**config.mk**
```make
export PLATFORM = sky130hd
export DESIGN_NAME = waveform_trigger_flat
export DESIGN_NICKNAME = d
export VERILOG_FILES = /design/src/rtl/waveform_pkg.sv /design/src/rtl/waveform_trigger_if.sv /design/src/rtl/waveform_trigger_reader.sv /design/src/rtl/waveform_trigger.sv /design/src/flat_wrapper.sv
export SDC_FILE = /design/constraint.sdc
export NUM_CORES = 1
export LEC_CHECK = 0
export CAP_MARGIN = 20
export CORE_MARGIN = 10
export CORE_UTILIZATION = 53
export CTS_CLUSTER_SIZE = 10
export DETAILED_ROUTE_END_ITERATION = 8
export PLACE_DENSITY = 0.82
export RECOVER_POWER = 100
export SYNTH_ARGS = -nofsm -noshare
export SYNTH_HDL_FRONTEND = slang
export SYNTH_SLANG_ARGS = --single-unit
```
**constraint.sdc**
```tcl
create_clock -name clk -period 3.1 [get_ports clk]
set_input_delay 0.62 -clock clk [delete_from_list [all_inputs] [get_ports clk]]
set_output_delay 0.62 -clock clk [all_outputs]
set_load 0.01 [all_outputs]
```
**src/rtl/waveform_pkg.sv**
```systemverilog
// Shared types and width helpers for the waveform trigger block.
package waveform_pkg;

  typedef enum logic [1:0] {
    ST_IDLE      = 2'd0,
    ST_SEEK_LOW  = 2'd1,
    ST_SEEK_HIGH = 2'd2,
    ST_CAPTURE   = 2'd3
  } wt_state_e;

  // LSB position of the left-justified mono sample inside a FIFO word.
  function automatic int sample_lsb(input int data_width, input int sample_width);
    return data_width - sample_width;
  endfunction

  // Column counter width; a 1-column capture still needs a 1-bit counter.
  function automatic int col_cnt_width(input int num_columns);
    return (num_columns > 1) ? $clog2(num_columns) : 1;
  endfunction

  // Timeout counter must be able to hold TIMEOUT_SAMPLES itself.
  function automatic int to_cnt_width(input int timeout_samples);
    return $clog2(timeout_samples + 1);
  endfunction

endpackage

```
**src/rtl/waveform_trigger_if.sv**
```systemverilog
// FIFO read side plus sample stream towards sample_to_pixel.
interface waveform_trigger_if #(
  parameter int DATA_WIDTH   = 32,
  parameter int SAMPLE_WIDTH = 24
);
  logic [DATA_WIDTH-1:0]          fifo_dout;
  logic                           fifo_empty;
  logic                           fifo_rd_en;
  logic signed [SAMPLE_WIDTH-1:0] out_sample;
  logic                           out_valid;
  logic                           out_ready;
  logic                           out_last;

  // Trigger block's view.
  modport slave (
    input  fifo_dout, fifo_empty, out_ready,
    output fifo_rd_en, out_sample, out_valid, out_last
  );

  // FIFO / consumer view.
  modport master (
    output fifo_dout, fifo_empty, out_ready,
    input  fifo_rd_en, out_sample, out_valid, out_last
  );
endinterface

```
**src/rtl/waveform_trigger_reader.sv**
```systemverilog
// Non-FWFT FIFO read engine: one read in flight, sample handed over the
// cycle after the strobe. Issues a read only when the consumer has room.
module trigger_fifo_reader
  import waveform_pkg::*;
#(
  parameter int DATA_WIDTH   = 32,
  parameter int SAMPLE_WIDTH = 24
) (
  input  logic                           clk,
  input  logic                           resetn,
  input  logic                           enable,
  input  logic                           slot_free,
  input  logic                           fifo_empty,
  input  logic [DATA_WIDTH-1:0]          fifo_dout,
  output logic                           fifo_rd_en,
  output logic                           smp_valid,
  output logic signed [SAMPLE_WIDTH-1:0] smp_data
);
  localparam int LSB = sample_lsb(DATA_WIDTH, SAMPLE_WIDTH);

  logic rd_pend;
  logic unused_dout;

  assign fifo_rd_en  = resetn && enable && !fifo_empty && !rd_pend && slot_free;
  assign smp_valid   = rd_pend;
  assign smp_data    = fifo_dout[LSB +: SAMPLE_WIDTH];
  assign unused_dout = ^fifo_dout;

  // Marks the cycle in which the FIFO presents the word just requested.
  always_ff @(posedge clk) begin
    if (!resetn) rd_pend <= 1'b0;
    else         rd_pend <= fifo_rd_en;
  end
endmodule

```
**src/rtl/waveform_trigger.sv**
```systemverilog
// Per-frame rising zero-crossing trigger with hysteresis and auto-trigger.
//
// state        | meaning
// ST_IDLE      | waiting for frame_pulse, no FIFO reads
// ST_SEEK_LOW  | discarding samples until one falls below -HYST
// ST_SEEK_HIGH | discarding samples until one reaches +HYST
// ST_CAPTURE   | forwarding NUM_COLUMNS samples through the output register
module waveform_trigger
  import waveform_pkg::*;
#(
  parameter int DATA_WIDTH      = 32,
  parameter int SAMPLE_WIDTH    = 24,
  parameter int NUM_COLUMNS     = 640,
  parameter int HYST            = 4096,
  parameter int TIMEOUT_SAMPLES = 4096
) (
  input  logic              clk,
  input  logic              resetn,
  input  logic              frame_pulse,
  waveform_trigger_if.slave bus,
  output logic              triggered
);
  localparam int CW = col_cnt_width(NUM_COLUMNS);
  localparam int TW = to_cnt_width(TIMEOUT_SAMPLES);
  localparam logic signed [SAMPLE_WIDTH-1:0] HYST_POS = SAMPLE_WIDTH'(HYST);
  localparam logic signed [SAMPLE_WIDTH-1:0] HYST_NEG = -HYST_POS;
  localparam logic [CW-1:0] COL_LAST = CW'(NUM_COLUMNS - 1);
  localparam logic [TW-1:0] TO_LIMIT = TW'(TIMEOUT_SAMPLES);

  wt_state_e                      state, state_nxt;
  logic [TW-1:0]                  to_cnt, to_nxt;
  logic [CW-1:0]                  col_cnt, col_nxt;
  logic signed [SAMPLE_WIDTH-1:0] smp_q, smp_nxt;
  logic                           vld_q, vld_nxt;
  logic                           trig_q, trig_nxt;
  logic                           hs, last, slot_free, load, load_trig;
  logic                           smp_valid;
  logic signed [SAMPLE_WIDTH-1:0] smp_data;

  assign hs   = vld_q && bus.out_ready;
  assign last = vld_q && (col_cnt == COL_LAST);
  // Seeking discards immediately; capture needs the output register free
  // and must not fetch past the final column.
  assign slot_free = (state != ST_CAPTURE) || ((!vld_q || hs) && !last);

  trigger_fifo_reader #(
    .DATA_WIDTH  (DATA_WIDTH),
    .SAMPLE_WIDTH(SAMPLE_WIDTH)
  ) u_reader (
    .clk       (clk),
    .resetn    (resetn),
    .enable    (state != ST_IDLE),
    .slot_free (slot_free),
    .fifo_empty(bus.fifo_empty),
    .fifo_dout (bus.fifo_dout),
    .fifo_rd_en(bus.fifo_rd_en),
    .smp_valid (smp_valid),
    .smp_data  (smp_data)
  );

  assign bus.out_sample = smp_q;
  assign bus.out_valid  = vld_q;
  assign bus.out_last   = last;
  assign triggered      = trig_q;

  // Next-state and datapath decisions; a consumed sample either advances the
  // seek or becomes column 0.
  always_comb begin
    state_nxt = state;
    to_nxt    = to_cnt;
    col_nxt   = col_cnt;
    smp_nxt   = smp_q;
    vld_nxt   = vld_q;
    trig_nxt  = trig_q;
    load      = 1'b0;
    load_trig = 1'b0;
    unique case (state)
      ST_IDLE: begin
        if (frame_pulse) begin
          state_nxt = ST_SEEK_LOW;
          to_nxt    = '0;
        end
      end
      ST_SEEK_LOW: begin
        if (smp_valid) begin
          if (to_cnt == TO_LIMIT) begin
            load = 1'b1;
          end else begin
            if (smp_data < HYST_NEG) state_nxt = ST_SEEK_HIGH;
            to_nxt = to_cnt + TW'(1);
          end
        end
      end
      ST_SEEK_HIGH: begin
        if (smp_valid) begin
          if (smp_data >= HYST_POS) begin
            load      = 1'b1;
            load_trig = 1'b1;
          end else if (to_cnt == TO_LIMIT) begin
            load = 1'b1;
          end else begin
            to_nxt = to_cnt + TW'(1);
          end
        end
      end
      ST_CAPTURE: begin
        if (hs) begin
          vld_nxt = 1'b0;
          col_nxt = col_cnt + CW'(1);
          if (last) begin
            state_nxt = ST_IDLE;
            col_nxt   = '0;
          end
        end
        if (smp_valid) begin
          smp_nxt = smp_data;
          vld_nxt = 1'b1;
        end
      end
      default: state_nxt = ST_IDLE;
    endcase
    if (load) begin
      state_nxt = ST_CAPTURE;
      smp_nxt   = smp_data;
      vld_nxt   = 1'b1;
      col_nxt   = '0;
      trig_nxt  = load_trig;
    end
  end

  // State and datapath registers with synchronous reset.
  always_ff @(posedge clk) begin
    if (!resetn) begin
      state   <= ST_IDLE;
      to_cnt  <= '0;
      col_cnt <= '0;
      smp_q   <= '0;
      vld_q   <= 1'b0;
      trig_q  <= 1'b0;
    end else begin
      state   <= state_nxt;
      to_cnt  <= to_nxt;
      col_cnt <= col_nxt;
      smp_q   <= smp_nxt;
      vld_q   <= vld_nxt;
      trig_q  <= trig_nxt;
    end
  end
endmodule

```
**src/flat_wrapper.sv**
```systemverilog
// flat-port wrapper written by rule: the top's interface ports become plain ports
module waveform_trigger_flat import waveform_pkg::*;
#(
  parameter int DATA_WIDTH      = 32,
  parameter int SAMPLE_WIDTH    = 24,
  parameter int NUM_COLUMNS     = 640,
  parameter int HYST            = 4096,
  parameter int TIMEOUT_SAMPLES = 4096
)
  (clk, resetn, frame_pulse, triggered, bus_fifo_dout, bus_fifo_empty, bus_out_ready, bus_fifo_rd_en, bus_out_sample, bus_out_valid, bus_out_last);
  waveform_trigger_if #(.DATA_WIDTH(DATA_WIDTH), .SAMPLE_WIDTH(SAMPLE_WIDTH)) bus_i ();
  input  logic clk;
  input  logic resetn;
  input  logic frame_pulse;
  output logic triggered;
  input wire logic [$bits(bus_i.fifo_dout)-1:0] bus_fifo_dout;
  input wire logic [$bits(bus_i.fifo_empty)-1:0] bus_fifo_empty;
  input wire logic [$bits(bus_i.out_ready)-1:0] bus_out_ready;
  output wire logic [$bits(bus_i.fifo_rd_en)-1:0] bus_fifo_rd_en;
  output wire logic [$bits(bus_i.out_sample)-1:0] bus_out_sample;
  output wire logic [$bits(bus_i.out_valid)-1:0] bus_out_valid;
  output wire logic [$bits(bus_i.out_last)-1:0] bus_out_last;
  assign bus_i.fifo_dout = bus_fifo_dout;
  assign bus_i.fifo_empty = bus_fifo_empty;
  assign bus_i.out_ready = bus_out_ready;
  assign bus_fifo_rd_en = bus_i.fifo_rd_en;
  assign bus_out_sample = bus_i.out_sample;
  assign bus_out_valid = bus_i.out_valid;
  assign bus_out_last = bus_i.out_last;
  waveform_trigger #(.DATA_WIDTH(DATA_WIDTH), .SAMPLE_WIDTH(SAMPLE_WIDTH), .NUM_COLUMNS(NUM_COLUMNS), .HYST(HYST), .TIMEOUT_SAMPLES(TIMEOUT_SAMPLES)) u_core (.clk(clk), .resetn(resetn), .frame_pulse(frame_pulse), .bus(bus_i), .triggered(triggered));
endmodule
```
==> impl_metrics.csv, run 1 <==
group,metric,value,unit
status,status,"finished, final reports clean",
critical_path,crit-reg2reg-launch,"u_core.state[0]$_SDFFE_PN0P_",
final_layout,final_cell_mix,"dfxtp_1, dlygate4sd3_1, nor2b_1, clkdlybuf4s50_1",
clock_network,clockBufferDepth,2,
route,routed_via_density,5.27,
route,drt-met1-wl,2.57,mm
power,ir_drop,0.324,mV
final_layout,antenna-diode-count,0,
sta,fin_crit_sh,88.3,%
hold_path,hold_depth,2,
final_layout,drive_above_1_share,6.75,%
yosys,synthCells,265,
grt,grt_pass1_vias,2129,
grt,grt_max_degree,34,
placed_design,hpwl,4.38,mm
power,p_sw_share,30.7,%
clock_network,clockRootBuffer,"clkbuf_8",
power,seqPwrFrac,41.9,%
yosys,synthArstFlopShare,0,%
critical_path,critPathRequiredTime,2.48,ns
clock_network,cts_made_buffers,5,
clock_network,htreeDepth,2,
power,power_density,514,nW/um^2
final_layout,layout.nets,370,
sta,slew-limit-headroom,51.3,%
sta,rsz0062_at_grt,"no",
yosys,synth_seq_cells,52,
grt,antenna_found_initial,0,
placed_design,port_buffers,56,
yosys,synth-edff-count,0,
floorplan,initial_core_util,54.8,%
critical_path,path_class,"flip-flop to output port",
clock_network,cts_sinks,52,
critical_path,worstRegToRegCells,8,
yosys,synth_ff_type,"dfxtp_1",
hold_path,hold_path.class,"flip-flop to flip-flop",
route,top_layer_used,"met4",
critical_path,critPathArrivalTime,2.12,ns
grt,grt_use_total,14.2,%
critical_path,startpoint,"u_core.state[0]$_SDFFE_PN0P_",
route,dr_wl_met3,398,um
yosys,synth_top_cell_area_share,40.2,%
sta,worst_slew_pin_slew,0.729,ns
route,wl_per_cell,14.8,um
sta,finClkSkew,0.00655,ns
power,switching_power,0.523,mW
floorplan,io_pins,65,
floorplan,dieArea,8080,um^2
yosys,yosys.area.top_type,"dfxtp_1",
placed_design,dpl_cell_area,3220,um^2
route,wirelength,5.83,mm
placed_design,gp_congestion,0.773,
final_layout,area_delta_synth_final,28.2,%
route,drtIter0Drc,112,
sta,maxSlewViolCount,0,
critical_path,cp_max_fo,5,
yosys,yosysWarnings,0,
critical_path,cp-end-kind,"output port",
critical_path,worstSetupStartpointType,"flip-flop",
clock_network,path_clk_slew,0.09,ns
critical_path,r2r-end,"u_core.bus.out_sample[13]$_SDFFE_PN0P_",
yosys,syn_avg_cell_area,9.77,um^2
job,drv_cap,0,
floorplan,die_x,89.9,um
critical_path,rrSetupSlack,0.65,ns
route,drc,0,
route,drt_first_pass_iters,4,
sta,maxClockFrequency,0.365,GHz
critical_path,endpoint,"bus_fifo_rd_en",
grt,grt-ovfl-total,0,
route,drtAntennaViolNets,0,
power,p_leak,1.18,nW
sta,period_needed,2.74,ns
clock_network,holdBufCountCts,0,
route,vias,2072,
floorplan,die_h,89.9,um
yosys,netlist_top_cells_area,"dfxtp_1, mux2i_1, nor2b_1, xnor2_1, ha_1",
power,clkPwrFrac,29.5,%
floorplan,rows,25,
yosys,synth_seq_area_share,40.2,%
grt,grt_pass1_wl,9.87,mm
clock_network,cts_tree,"built",
sta,fin_tns_setup,0,ns
final_layout,final_util,70.3,%
clock_network,clk_latency,0.30,ns
floorplan,core,4720,um^2
yosys,synth_cell_types,49,
route,wl_met2,2.83,mm
yosys,synth_area,2590,um^2
sta,hold_viol,0,
sta,finalSetupViolCount,0,
yosys,syn_nets,310,
power,intPower,1.18,mW
power,pwr-share-comb,28.6,%
final_layout,final_common_cell,"dfxtp_1",
final_layout,finish.instance_area,3320,um^2
==> stage by stage <==
| step | power [mW] | cells | setup slack (ns) | hold slack, ns |
|---|---|---|---|---|
| 2_1_floorplan | 1.08 | 265 | 0.901 | 0.449 |
| 3_3_place_gp | 1.21 | 385 | 0.0760 | 0.457 |
| 3_5_place_dp | 1.22 | 385 | 0.0564 | 0.462 |
| 4_1_cts | 1.72 | 393 | 0.00984 | 0.475 |
| 5_1_grt | 1.79 | 393 | 0.183 | 0.524 |
| 6_report | 1.71 | 393 | 0.362 | 0.478 |
==> cell type report <==
cell class / instances / area (um^2)
clock buffers: 7 / 96.3
clock inverters: 1 / 30.0
fillers: 372 / 1410
inverters: 8 / 30.0
multi-input cells: 197 / 1440
flip-flops and latches: 52 / 1040
well taps: 67 / 83.8
repair buffers: 61 / 593
==> worst max-delay path, cell delays in order (launching register included) <==
cell and delay (ns):
dfxtp_1 0.44, inv_1 0.10, ha_1 0.28, or4b_2 0.67, a31oi_1 0.17, clkbuf_1 0.17
==> worst min-delay path by stage <==
stage / startpoint / slack, ns / to
2_1_floorplan: u_core.col_cnt[1]$_SDFFE_PP0P_ / 0.45 / u_core.col_cnt[1]$_SDFFE_PP0P_
3_3_place_gp: u_core.col_cnt[1]$_SDFFE_PP0P_ / 0.46 / u_core.col_cnt[1]$_SDFFE_PP0P_
3_5_place_dp: u_core.col_cnt[1]$_SDFFE_PP0P_ / 0.46 / u_core.col_cnt[1]$_SDFFE_PP0P_
4_1_cts: u_core.col_cnt[1]$_SDFFE_PP0P_ / 0.48 / u_core.col_cnt[1]$_SDFFE_PP0P_
5_1_grt: u_core.col_cnt[1]$_SDFFE_PP0P_ / 0.52 / u_core.col_cnt[1]$_SDFFE_PP0P_
6_report: u_core.col_cnt[1]$_SDFFE_PP0P_ / 0.48 / u_core.col_cnt[1]$_SDFFE_PP0P_
==> cells by family (layout without fill, tap and decap cells) <==
logic type	after synthesis	count (layout)	synth area share [%]
flops	52	52	40.2
xor+xnor	19	19	6.43
buf+inv	16	77	3.62
mux	26	26	10.1
compound gates	26	26	8.70
simple gates	118	118	27.1
fa+ha+maj	8	8	3.87
==> synthesized netlist by cell type, types with 2 or more instances <==
master,count
and3_1,3
xor2_1,7
nor4_1,9
nand3_1,10
nor4b_1,2
ha_1,8
nor2_1,26
buf_12,2
o31ai_1,2
a21oi_1,2
inv_1,8
nor4b_4,2
o21ai_0,3
mux2i_1,26
nand2b_1,2
dfxtp_1,52
o211ai_1,2
xnor2_1,12
nand4_1,9
a31oi_1,2
nor3_1,3
o311a_1,2
nor2b_1,27
and4_1,2
nand2_1,14
clkbuf_1,5
==> power by group through the flow <==
stage               clock network, mW  logic [mW]  registers (mW)
detailed placement                  0       0.498           0.727
floorplan                           0       0.356           0.721
CTS                             0.507       0.501           0.713
finish                          0.503       0.489           0.714
global placement                    0       0.488           0.725
global route                    0.540       0.534           0.718
==> state kept, by name (all words and copies together), names as in the netlist <==
signal                     cells
u_core.state                   2
u_core.col_cnt                10
u_core.triggered               1
u_core.u_reader.smp_valid      1
u_core.bus.out_valid           1
u_core.to_cnt                 13
u_core.bus.out_sample         24
==> timing repair <==
item / CTS / global route
endpoints found under the setup margin: 1 / 1
resized for setup: 1 / 2
endpoints found under the hold margin: 0 / 0
buffers inserted: 0 / 0
cloned: 0 / 0
==> per-layer routing <==
metal,GRT usage (%),vias to the layer above
met5,0,-
met4,3.45,0
met3,6.07,2
met2,23.7,40
met1,16.3,965
li1,-,1065
Power figures use the tool's default switching activity.
==> inputs of run 2 (changes only) <==
--- a/config.mk
+++ b/config.mk
@@ -12,6 +12,9 @@
 export DETAILED_ROUTE_END_ITERATION = 8
 export PLACE_DENSITY = 0.82
 export RECOVER_POWER = 100
+export SETUP_SLACK_MARGIN = 0.2
+export SKIP_LAST_GASP = 1
 export SYNTH_ARGS = -nofsm -noshare
 export SYNTH_HDL_FRONTEND = slang
 export SYNTH_SLANG_ARGS = --single-unit
+export TNS_END_PERCENT = 20
==> run 2 against run 1 <==
Final area is 0.15% higher. Sequential share of layout area barely moved. Setup slack worse by 0.11 ns. Sequential power about the same. Maximum frequency decreased by 3.7%. Highest routed layer unchanged. Routed wire length down 0.10%. Clock power about the same. Largest power group unchanged. Final cell count did not move. Worst hold slack barely moved. Utilization increased by 0.11 points. Combinational power barely moved. First-iteration DRC count fell by 5.4%.
==> impl_metrics.csv, run 2 (same netlist as run 1, synthesis figures left out) <==
group,metric,value,unit
route,wl_per_cell,14.8,um
sta,finClkSkew,0.00651,ns
power,p_leak,1.18,nW
final_layout,layout.nets,370,
grt,grt_max_degree,34,
critical_path,slowest_stage,"or4b_2",
floorplan,initial_core_util,54.8,%
power,finalPower,1.71,mW
grt,antenna_found_initial,0,
route,wirelength,5.82,mm
sta,period_needed,2.84,ns
sta,worst_slew_pin_slew,0.729,ns
placed_design,port_buffers,56,
clock_network,clockRootBuffer,"clkbuf_8",
clock_network,clockBufferDepth,2,
hold_path,hp-start,"u_core.col_cnt[1]$_SDFFE_PP0P_",
power,power_density,514,nW/um^2
clock_network,cts_sinks,52,
floorplan,core,4720,um^2
critical_path,critPathRequiredTime,2.48,ns
route,routed_via_density,5.26,
critical_path,path_class,"flip-flop to output port",
sta,maxSlewViolCount,0,
critical_path,startpoint,"u_core.state[0]$_SDFFE_PN0P_",
critical_path,critPathMaxStageDelay,0.67,ns
route,drtAntennaViolNets,0,
floorplan,rows,25,
grt,grt_pass1_wl,9.87,mm
job,drv_cap,0,
floorplan,dieArea,8080,um^2
critical_path,crit-reg2reg-launch,"u_core.state[0]$_SDFFE_PN0P_",
placed_design,gp_congestion,0.773,
sta,fin_tns_setup,0,ns
clock_network,path_clk_slew,0.09,ns
route,drt_first_pass_iters,4,
sta,rsz0062_at_grt,"no",
final_layout,final_util,70.4,%
sta,hold_viol,0,
clock_network,htreeDepth,2,
final_layout,antenna-diode-count,0,
grt,grt-ovfl-total,0,
clock_network,cts_tree,"built",
grt,grt_use_total,14.2,%
final_layout,area_delta_synth_final,28.4,%
power,ir_drop,0.324,mV
clock_network,postCtsSetupBuffers,0,
critical_path,cp_cell_sequence,"inv_1 -> ha_1 -> or4b_2 -> a31oi_1 -> dlygate4sd2_1",
grt,use_met2,23.7,%
final_layout,largest_register_ffs,24,
clock_network,clk_latency,0.30,ns
route,drtIter0Drc,106,
final_layout,final_common_cell,"dfxtp_1",
critical_path,cp_max_fo,5,
sta,slew-limit-headroom,51.3,%
sta,fin_crit_sh,91.7,%
hold_path,hold_path.class,"flip-flop to flip-flop",
critical_path,worstSetupStartpointType,"flip-flop",
floorplan,die_h,89.9,um
sta,finalSetupViolCount,0,
critical_path,critPathArrivalTime,2.22,ns
grt,use_met1,16.3,%
floorplan,die_x,89.9,um
sta,maxClockFrequency,0.352,GHz
grt,busiest_layer,"met2",
grt,grt_pass1_vias,2129,
grt,grt_util_met3,6.07,%
floorplan,io_pins,65,
clock_network,cts_made_buffers,5,
route,drc,0,
route,vias,2069,
placed_design,hpwl,4.38,mm
critical_path,cp-end-kind,"output port",
final_layout,final_cell_mix,"dfxtp_1, dlygate4sd3_1, nor2b_1, clkdlybuf4s50_1",
status,status,"finished, final reports clean",
final_layout,drive_above_1_share,6.75,%
[run 2: changes by cell type in the layout (fill, tap and decap cells not counted)]
cell | before | now
clkbuf_1 | 4 | 3
dlygate4sd2_1 | 0 | 1
[run 2: path summary, 6_finish.rpt]
check	cells after the start	end	slack (ns)
worst min register to register	2	u_core.col_cnt[1]$_SDFFE_PP0P_	0.48
worst max register to register	8	u_core.bus.out_sample[13]$_SDFFE_PN0P_	0.65
worst max-delay path	5	bus_fifo_rd_en	0.26
worst min-delay path	2	u_core.col_cnt[1]$_SDFFE_PP0P_	0.48
[run 2: metal layers]
layer / vias up / routed length [um]
li1: 1064 / -
met1: 963 / 2570
met2: 40 / 2820
met3: 2 / 398
met4: 0 / 36
met5: - / 0
[run 2: layout make-up]
class	count	area (um^2)
Fill cell	372	1400
Multi-Input combinational cell	197	1440
Clock inverter	1	30.0
Clock buffer	7	96.3
Tap cell	67	83.8
Inverter	8	30.0
Sequential cell	52	1040
Timing Repair Buffer	61	598
[run 2: repair_timing]
| item | CTS | global route |
|---|---|---|
| gates resized for setup | 3 | 0 |
| hold buffers | 0 | 0 |
| setup endpoints to repair | 1 | 0 |
[run 2: worst max-delay path, delay by kind of cell, from the launching register on]
kind | cells | cell delay (ns)
AO/OA/AOI/OAI | 1 | 0.16
adder cells (fa/ha/maj) | 1 | 0.28
buffers and inverters | 2 | 0.39
flip-flops | 1 | 0.44
AND/OR/NAND/NOR | 1 | 0.67
[run 2: metrics by stage]
| stage | instances | area, um^2 | worst slack, ns | hold slack [ns] |
|---|---|---|---|---|
| after floorplan | 265 | 2590 | 0.901 | 0.449 |
| after global placement | 385 | 3220 | 0.0760 | 0.457 |
| after detailed placement | 385 | 3220 | 0.0564 | 0.462 |
| after CTS | 393 | 3350 | 0.331 | 0.475 |
| after global routing | 393 | 3320 | 0.146 | 0.524 |
| final | 393 | 3320 | 0.257 | 0.478 |
[run 2: where the power goes]
group	internal, mW	total [mW]	switching (mW)
clock network	0.285	0.503	0.218
logic	0.211	0.490	0.279
registers	0.688	0.714	0.0256
